**src/rtl/rotary_pkg.sv**
```systemverilog
// Shared types and the Gray-code step decoder for the rotary dial bank.
package rotary_pkg;

  typedef logic [1:0] quad_t;

  typedef enum logic [1:0] {STEP_NONE, STEP_CW, STEP_CCW, STEP_ERR} step_t;

  localparam quad_t QUAD_DETENT = 2'b00;

  // CW order is 00 -> 01 -> 11 -> 10 -> 00; a two-bit change is illegal.
  function automatic step_t decode_step(quad_t prev, quad_t cur);
    if (prev == cur) return STEP_NONE;
    if ((prev ^ cur) == 2'b11) return STEP_ERR;
    if (cur == {prev[0], ~prev[1]}) return STEP_CW;
    return STEP_CCW;
  endfunction

endpackage

```
**src/rtl/rotary_channel.sv**
```systemverilog
// One quadrature dial: 2-flop sync, stability filter, step decode and bounded
// position counter with clear/load.
module rotary_channel
  import rotary_pkg::*;
#(
  parameter int POS_W            = 8,
  parameter int POS_MAX          = 255,
  parameter int FILT_LEN         = 4,
  parameter int STEPS_PER_DETENT = 4,
  parameter int WRAP             = 1
) (
  input  logic             clk,
  input  logic             rst,
  input  quad_t            rotary_in,
  input  logic             clear,
  input  logic             load,
  input  logic [POS_W-1:0] load_val,
  output logic [POS_W-1:0] rotary_pos,
  output logic             rot_cw,
  output logic             rot_ccw,
  output logic             rot_err
);

  localparam int               CNT_W    = $clog2(FILT_LEN + 1);
  localparam logic [CNT_W-1:0] CNT_FULL = CNT_W'(FILT_LEN);
  localparam logic [POS_W-1:0] POS_TOP  = POS_W'(POS_MAX);

  quad_t            sync1, sync2, last, filt;
  logic [CNT_W-1:0] cnt, cnt_nx;
  logic [1:0]       vld_pipe;
  logic             primed, adopt;
  step_t            step;
  logic [POS_W-1:0] pos_nx;

  always_comb begin
    cnt_nx = '0;
    // Counting starts only once the sync chain holds real pin samples.
    if (vld_pipe[1]) begin
      if (sync2 != last)        cnt_nx = CNT_W'(1);
      else if (cnt != CNT_FULL) cnt_nx = cnt + 1'b1;
      else                      cnt_nx = cnt;
    end
    adopt = primed && (cnt_nx == CNT_FULL) && (sync2 != filt);
    step  = adopt ? decode_step(filt, sync2) : STEP_NONE;
    if (STEPS_PER_DETENT == 1 && step != STEP_ERR && sync2 != QUAD_DETENT)
      step = STEP_NONE;

    pos_nx = rotary_pos;
    if (clear)
      pos_nx = '0;
    else if (load)
      pos_nx = (load_val > POS_TOP) ? POS_TOP : load_val;
    else if (step == STEP_CW) begin
      if (rotary_pos != POS_TOP) pos_nx = rotary_pos + 1'b1;
      else if (WRAP != 0)        pos_nx = '0;
    end else if (step == STEP_CCW) begin
      if (rotary_pos != '0) pos_nx = rotary_pos - 1'b1;
      else if (WRAP != 0)   pos_nx = POS_TOP;
    end
  end

  always_ff @(posedge clk or posedge rst) begin
    if (rst) begin
      sync1      <= '0;
      sync2      <= '0;
      last       <= '0;
      filt       <= '0;
      cnt        <= '0;
      vld_pipe   <= '0;
      primed     <= 1'b0;
      rotary_pos <= '0;
      rot_cw     <= 1'b0;
      rot_ccw    <= 1'b0;
      rot_err    <= 1'b0;
    end else begin
      sync1    <= rotary_in;
      sync2    <= sync1;
      last     <= sync2;
      vld_pipe <= {vld_pipe[0], 1'b1};
      cnt      <= cnt_nx;
      // First stable value after reset is taken as the reference, silently.
      if (!primed && cnt_nx == CNT_FULL) begin
        filt   <= sync2;
        primed <= 1'b1;
      end else if (adopt) begin
        filt   <= sync2;
      end
      rotary_pos <= pos_nx;
      rot_cw     <= (step == STEP_CW);
      rot_ccw    <= (step == STEP_CCW);
      rot_err    <= (step == STEP_ERR);
    end
  end

endmodule

```
**src/rtl/rotary_bank.sv**
```systemverilog
// Bank of NUM_CH independent quadrature dial decoders with packed outputs.
module rotary_bank
  import rotary_pkg::*;
#(
  parameter int NUM_CH           = 2,
  parameter int POS_W            = 8,
  parameter int POS_MAX          = 255,
  parameter int FILT_LEN         = 4,
  parameter int STEPS_PER_DETENT = 4,
  parameter int WRAP             = 1
) (
  input  logic                    clk,
  input  logic                    rst,
  input  logic [2*NUM_CH-1:0]     rotary_in,
  input  logic [NUM_CH-1:0]       clear,
  input  logic [NUM_CH-1:0]       load,
  input  logic [POS_W-1:0]        load_val,
  output logic [NUM_CH*POS_W-1:0] rotary_pos,
  output logic [NUM_CH-1:0]       rot_cw,
  output logic [NUM_CH-1:0]       rot_ccw,
  output logic [NUM_CH-1:0]       rot_err
);

  for (genvar c = 0; c < NUM_CH; c++) begin : g_ch
    rotary_channel #(
      .POS_W(POS_W), .POS_MAX(POS_MAX), .FILT_LEN(FILT_LEN),
      .STEPS_PER_DETENT(STEPS_PER_DETENT), .WRAP(WRAP)
    ) u_ch (
      .clk       (clk),
      .rst       (rst),
      .rotary_in (rotary_in[2*c +: 2]),
      .clear     (clear[c]),
      .load      (load[c]),
      .load_val  (load_val),
      .rotary_pos(rotary_pos[POS_W*c +: POS_W]),
      .rot_cw    (rot_cw[c]),
      .rot_ccw   (rot_ccw[c]),
      .rot_err   (rot_err[c])
    );
  end

endmodule
```
**config.mk**
```make
export PLATFORM = sky130hd
export DESIGN_NAME = rotary_bank
export DESIGN_NICKNAME = d
export VERILOG_FILES = /design/src/rtl/rotary_pkg.sv /design/src/rtl/rotary_channel.sv /design/src/rtl/rotary_bank.sv
export SDC_FILE = /design/constraint.sdc
export NUM_CORES = 1
export LEC_CHECK = 0
export BUFFER_PORTS_ARGS = -buffer_cell sky130_fd_sc_hd__buf_2
export CAP_MARGIN = 10
export CORE_MARGIN = 2
export CORE_UTILIZATION = 60
export CTS_CLUSTER_SIZE = 30
export DETAILED_ROUTE_END_ITERATION = 12
export GPL_TIMING_DRIVEN = 0
export PLACE_DENSITY = 0.79
export SYNTH_ARGS = -nofsm -noshare
export SYNTH_HDL_FRONTEND = slang
export SYNTH_SLANG_ARGS = --single-unit
```
**constraint.sdc**
```tcl
create_clock -name clk -period 5.4 [get_ports clk]
set_input_delay 0.54 -clock clk [delete_from_list [all_inputs] [get_ports clk]]
set_output_delay 0.54 -clock clk [all_outputs]
set_load 0.01 [all_outputs]
```
# After elaboration in Yosys (flattened, before gate mapping)
# Index checks and enable logic that the tools add are counted.
# totals
regBits,50
in_bits,18
output_inout_bits,22
wordCells,118
# classes
addsub,6
order_cmp,1
n_eq_ne,22
n_mux,49
bitwise_logic,4
n_reduce_logical,14
# op_table
cell,n
8-bit two-way mux,13
2-bit two-way mux,18
3-bit two-way mux,6
8-bit by 1-bit adder with 8-bit output (second input constant),2
8-bit != test (second input constant),2
8-bit nonzero test,2
8-bit by 1-bit subtractor with 8-bit output (second input constant),2
2-bit == test (second input constant),6
1-bit two-way mux,12
2-bit == test,4
8-bit greater-than comparator (second input constant),1
2-bit != test,4
4-bit nonzero test,2
3-bit by 1-bit adder with 3-bit output (second input constant),2
3-bit == test (second input constant),2
1-bit logical AND,6
3-bit != test (second input constant),2
2-bit by 1-bit == test with 1-bit output (second input constant),2
2-bit nonzero test,2
2-bit bitwise XOR,2
1-bit logical NOT,2
1-bit NOT,2

# Logic depth before layout (Yosys ltp)
# depth
depth_word,15
depth_mapped,12

# By module
# Synthesis repeated with hierarchy kept, for this count alone.
# hier_totals
cells_unflattened,327
area_unflattened_um2,3111.7
# by_module_without_submodules
mod,n_inst,cells_per_inst,area_per_inst_um2,seq_area_each_um2
rotary_channel (g_ch[0].u_ch),1,166,1561.5,625.6
rotary_channel (g_ch[1].u_ch),1,161,1550.2,625.6

# Least setup slack after synthesis
# Ideal clock, no wire load.
# synth_path
kind,reg2reg
from,register g_ch[0].u_ch.cnt[0]
to,register g_ch[0].u_ch.rotary_pos[6]
t_arrival_ps,2623
slack_ps,2657
path_stages_with_launch,13
synth_period_minus_slack_ps,2743
cell_sequence,dfrtp_1 inv_1 ha_1 nand2_1 mux2_2 a211oi_4 o2111a_1 ha_1 clkbuf_1 inv_1 o211ai_1 o211ai_1 a41o_1
# synth_via
elab_chain_cells,12
elab_cells_between_ends,15
# synth_rtl
element,line,text
start: declaration,rotary_channel.sv:29,"logic [CNT_W-1:0] cnt, cnt_nx;"
start signal: assignment,rotary_channel.sv:80,cnt <= cnt_nx;
3-bit by 1-bit adder with 3-bit output / 3-bit != test (equally long branches),rotary_channel.sv:40,else if (cnt != CNT_FULL) cnt_nx = cnt + 1'b1;
3-bit two-way mux (*),rotary_channel.sv:40,
3-bit two-way mux (*),rotary_channel.sv:39,if (sync2 != last) cnt_nx = CNT_W'(1);
3-bit two-way mux (*),rotary_channel.sv:38,if (vld_pipe[1]) begin
3-bit == test (*),rotary_channel.sv:43,adopt = primed && (cnt_nx == CNT_FULL) && (sync2 != filt);
1-bit logical AND (*) (2 in a row),rotary_channel.sv:43,
2-bit two-way mux (*),rotary_channel.sv:44,"step = adopt ? decode_step(filt, sync2) : STEP_NONE;"
2-bit by 1-bit == test with 1-bit output,rotary_channel.sv:53,else if (step == STEP_CW) begin
8-bit two-way mux,rotary_channel.sv:53,
8-bit two-way mux,rotary_channel.sv:51,else if (load)
8-bit two-way mux,rotary_channel.sv:49,if (clear)
end signal: assignment,rotary_channel.sv:88,rotary_pos <= pos_nx;
end: declaration,rotary_channel.sv:18,"output logic [POS_W-1:0] rotary_pos,"
# Every way passes the cells marked *; elsewhere a longest branch is shown, timed or not.
# A chain may end at the register's enable or synchronous reset.

# Worst setup path after layout
# Same ends and word-level chain as after synthesis.

==> metrics.txt <==
# DRC=0; Cell Int Power=0.000573 W; Die Wd=around 77 um; register area share after synthesis=0.376; fill cell count=440; pwr/cell area=221 nW/um2; async set-reset flop share out of synthesis=1.00; TritonCTS clock tree=done; DPL Wire Length=5230 um; top cell type's share of synthesized area=0.376; Clock Root Buffer=clkbuf_8; first-pass GRT wire length=12100 um; row count=26; TritonCTS Sinks=48; Layout Nets=429; status=completed; NetSw=0.000221 W; die footprint=5930 um2; overall power=0.000795 W; Top FF cell, synth=dfrtp_1; Peak VDD IR=0.115 mV; HP Class=in2async; gr usage total=0.252; RSZ-0062 raised after global routing=false; post-CTS setup buffer count=0; flops & latches, synth=48; pins over their slew limit=0; Non-Filler Instances=around 470; Worst Path Required=5.60 ns; H-tree lvl count=2; initial antenna violation count=0; RD Place Congestion=0.867; Worst-Margin Slew=0.747 ns; clock network fraction of total power=0.322; Multi-input gate area=1740 um2; Max Clock Freq=316 MHz; area grow syn2layout=12.5%; sequential share of power=0.488; Slew headroom=0.498; critical path type=reg2reg; CORE AREA=5140 um2; Post-Syn Nets=384; router iterations before antenna repair=4; sw frac=0.279; Comb pwr share=0.190; Post-Synthesis Cell Area=about 3200 um2; r2r setup slk=2.24 ns; most frequent cell after synthesis=dfrtp_1; register area=1200 um2; io pins=40; period utilization=0.585; Post-synth EDFFs=0; Clock transition at path regs=0.09 ns; # diodes=0; minimum clock period=3.16 ns; largest net degree at the start of global routing=34; Synth area leader=dfrtp_1; layout cells sized above 1=0.189; Area contributors post-synth=dfrtp_1 38%, ha_1 6.3%, nand2_1 3.5%; Setup Skew=0.00502 ns; Pleak=1.64 nW; Clock Latency Late Sink=0.30 ns; CTS resizes=0; Synth cell types=62; # hold bufs at CTS=0; gr ovfl total=0; Max-Cap Viols=0; Ys Warns=0; total negative slack=0 ns; crit path DAT=3.36 ns; reg2reg path depth=12; CTS Buffer Depth=2; vias in the first global route=2667; CTS Buf Count=5; Crit Path Max Fanout=10; Die H=77.0 um; endpoints failing setup=0; Post-synth top cells=48 x dfrtp_1, 30 x nand2_1, 21 x inv_1; Setup crit end kind=flop; via count=2772; Worst setup SP type=flop; Initial DRC Count=120; Syn Area/Cell=around 9.1 um2; IO buf count=37; final antenna-violating net count=0; wirelength, routed=roughly 7100 um; Post-Place Cells=roughly 460; Initial Utilization=0.622; vias per cell=roughly 5.9; Final Hold Violating Endpoints=0; Synth Instances=350; DR WL/cell=15.3 um
[state kept, by name, indices dropped and copies added, names as in the netlist]
register and flops:
g_ch.u_ch.rot_ccw 2, g_ch.u_ch.rotary_pos 16, g_ch.u_ch.rot_err 2, g_ch.u_ch.rot_cw 2
g_ch.u_ch.sync2 4, g_ch.u_ch.filt 4, g_ch.u_ch.last 4, g_ch.u_ch.primed 2
g_ch.u_ch.cnt 6, g_ch.u_ch.sync1 4, g_ch.u_ch.vld_pipe 2
[routing by layer]
metal	vias up	GRT usage	wire length [um]	part of all wire
met2	79	0.433	3530	0.50
li1	1345	-	-	-
met4	0	0.0732	109	0.015
met3	11	0.0482	391	0.055
met5	-	0	0	0
met1	1337	0.325	3080	0.43
[kinds of logic after synthesis]
family                   synth area share
other                             0.00117
multiplexers                       0.0337
AND/OR/NAND/NOR                     0.218
AO/OA/AOI/OAI                       0.199
flip-flops                          0.376
adder cells (fa/ha/maj)            0.0626
buffers and inverters              0.0791
XOR/XNOR                           0.0301
[power by group through the flow]
stage	clock network [W]	logic [W]	registers, W
2_1_floorplan	0	0.000106	0.000395
3_3_place_gp	0	0.000143	0.000394
3_5_place_dp	0	0.000149	0.000395
4_1_cts	0.000265	0.000150	0.000388
5_1_grt	0.000277	0.000168	0.000391
6_report	0.000256	0.000151	0.000388
[worst max-delay path: stages (launching register included)]
cell and delay [ns]:
dfrtp_1 0.39, inv_1 0.08, ha_1 0.24, nand2_1 0.10, mux2_2 0.36, a211oi_4 0.29
o2111a_1 0.27, ha_1 0.24, clkbuf_1 0.38, inv_1 0.19, o211ai_1 0.13, o211ai_1 0.11
a41o_1 0.25
[layout by cell type (no fill, tap or decap), types with 7 or more instances in the layout]
| master | Yosys | layout |
|---|---|---|
| a21oi_1 | 18 | 18 |
| a31oi_1 | 7 | 7 |
| buf_2 | 7 | 44 |
| clkbuf_1 | 19 | 20 |
| dfrtp_1 | 48 | 48 |
| ha_1 | 16 | 16 |
| inv_1 | 21 | 20 |
| nand2_1 | 30 | 30 |
| nand3_1 | 19 | 19 |
| nand3b_1 | 9 | 9 |
| nor2_1 | 17 | 17 |
| o21ai_0 | 12 | 12 |
[cell type report]
| cell class | instances | area share |
|---|---|---|
| Multi-Input combinational cell | 247 | 0.484 |
| Sequential cell | 48 | 0.334 |
| Timing Repair Buffer | 38 | 0.0571 |
| Buffer | 34 | 0.0484 |
| Tap cell | 70 | 0.0244 |
| Inverter | 21 | 0.0219 |
| Clock buffer | 6 | 0.0202 |
| Clock inverter | 2 | 0.00974 |
[per-stage QoR]
| stage | hold WS (ns) | cell area (um2) | setup slack, ns | util |
|---|---|---|---|---|
| 6_report | 0.196 | 3600 | 2.24 | 0.700 |
| 5_1_grt | 0.208 | 3600 | 1.92 | 0.700 |
| 4_1_cts | 0.200 | 3600 | 2.25 | 0.700 |
| 3_5_place_dp | 0.340 | 3490 | 2.26 | 0.679 |
| 3_3_place_gp | 0.333 | 3470 | 2.33 | 0.675 |
| 2_1_floorplan | 0.331 | 3200 | 2.66 | - |
[final timing paths]
check | endpoint | startpoint
max reg2reg | g_ch[0].u_ch.rotary_pos[6]$_DFFE_PP0P_ | g_ch[0].u_ch.cnt[0]$_DFF_PP0_
min in group clk | g_ch[1].u_ch.sync1[0]$_DFF_PP0_ | rotary_in[2]
max in group asynchronous | g_ch[0].u_ch.cnt[2]$_DFF_PP0_ | rst
min reg2reg | g_ch[1].u_ch.sync2[0]$_DFF_PP0_ | g_ch[1].u_ch.sync1[0]$_DFF_PP0_
min | g_ch[1].u_ch.cnt[0]$_DFF_PP0_ | rst
max | g_ch[0].u_ch.rotary_pos[6]$_DFFE_PP0P_ | g_ch[0].u_ch.cnt[0]$_DFF_PP0_
(Power assumes the default switching activity.)
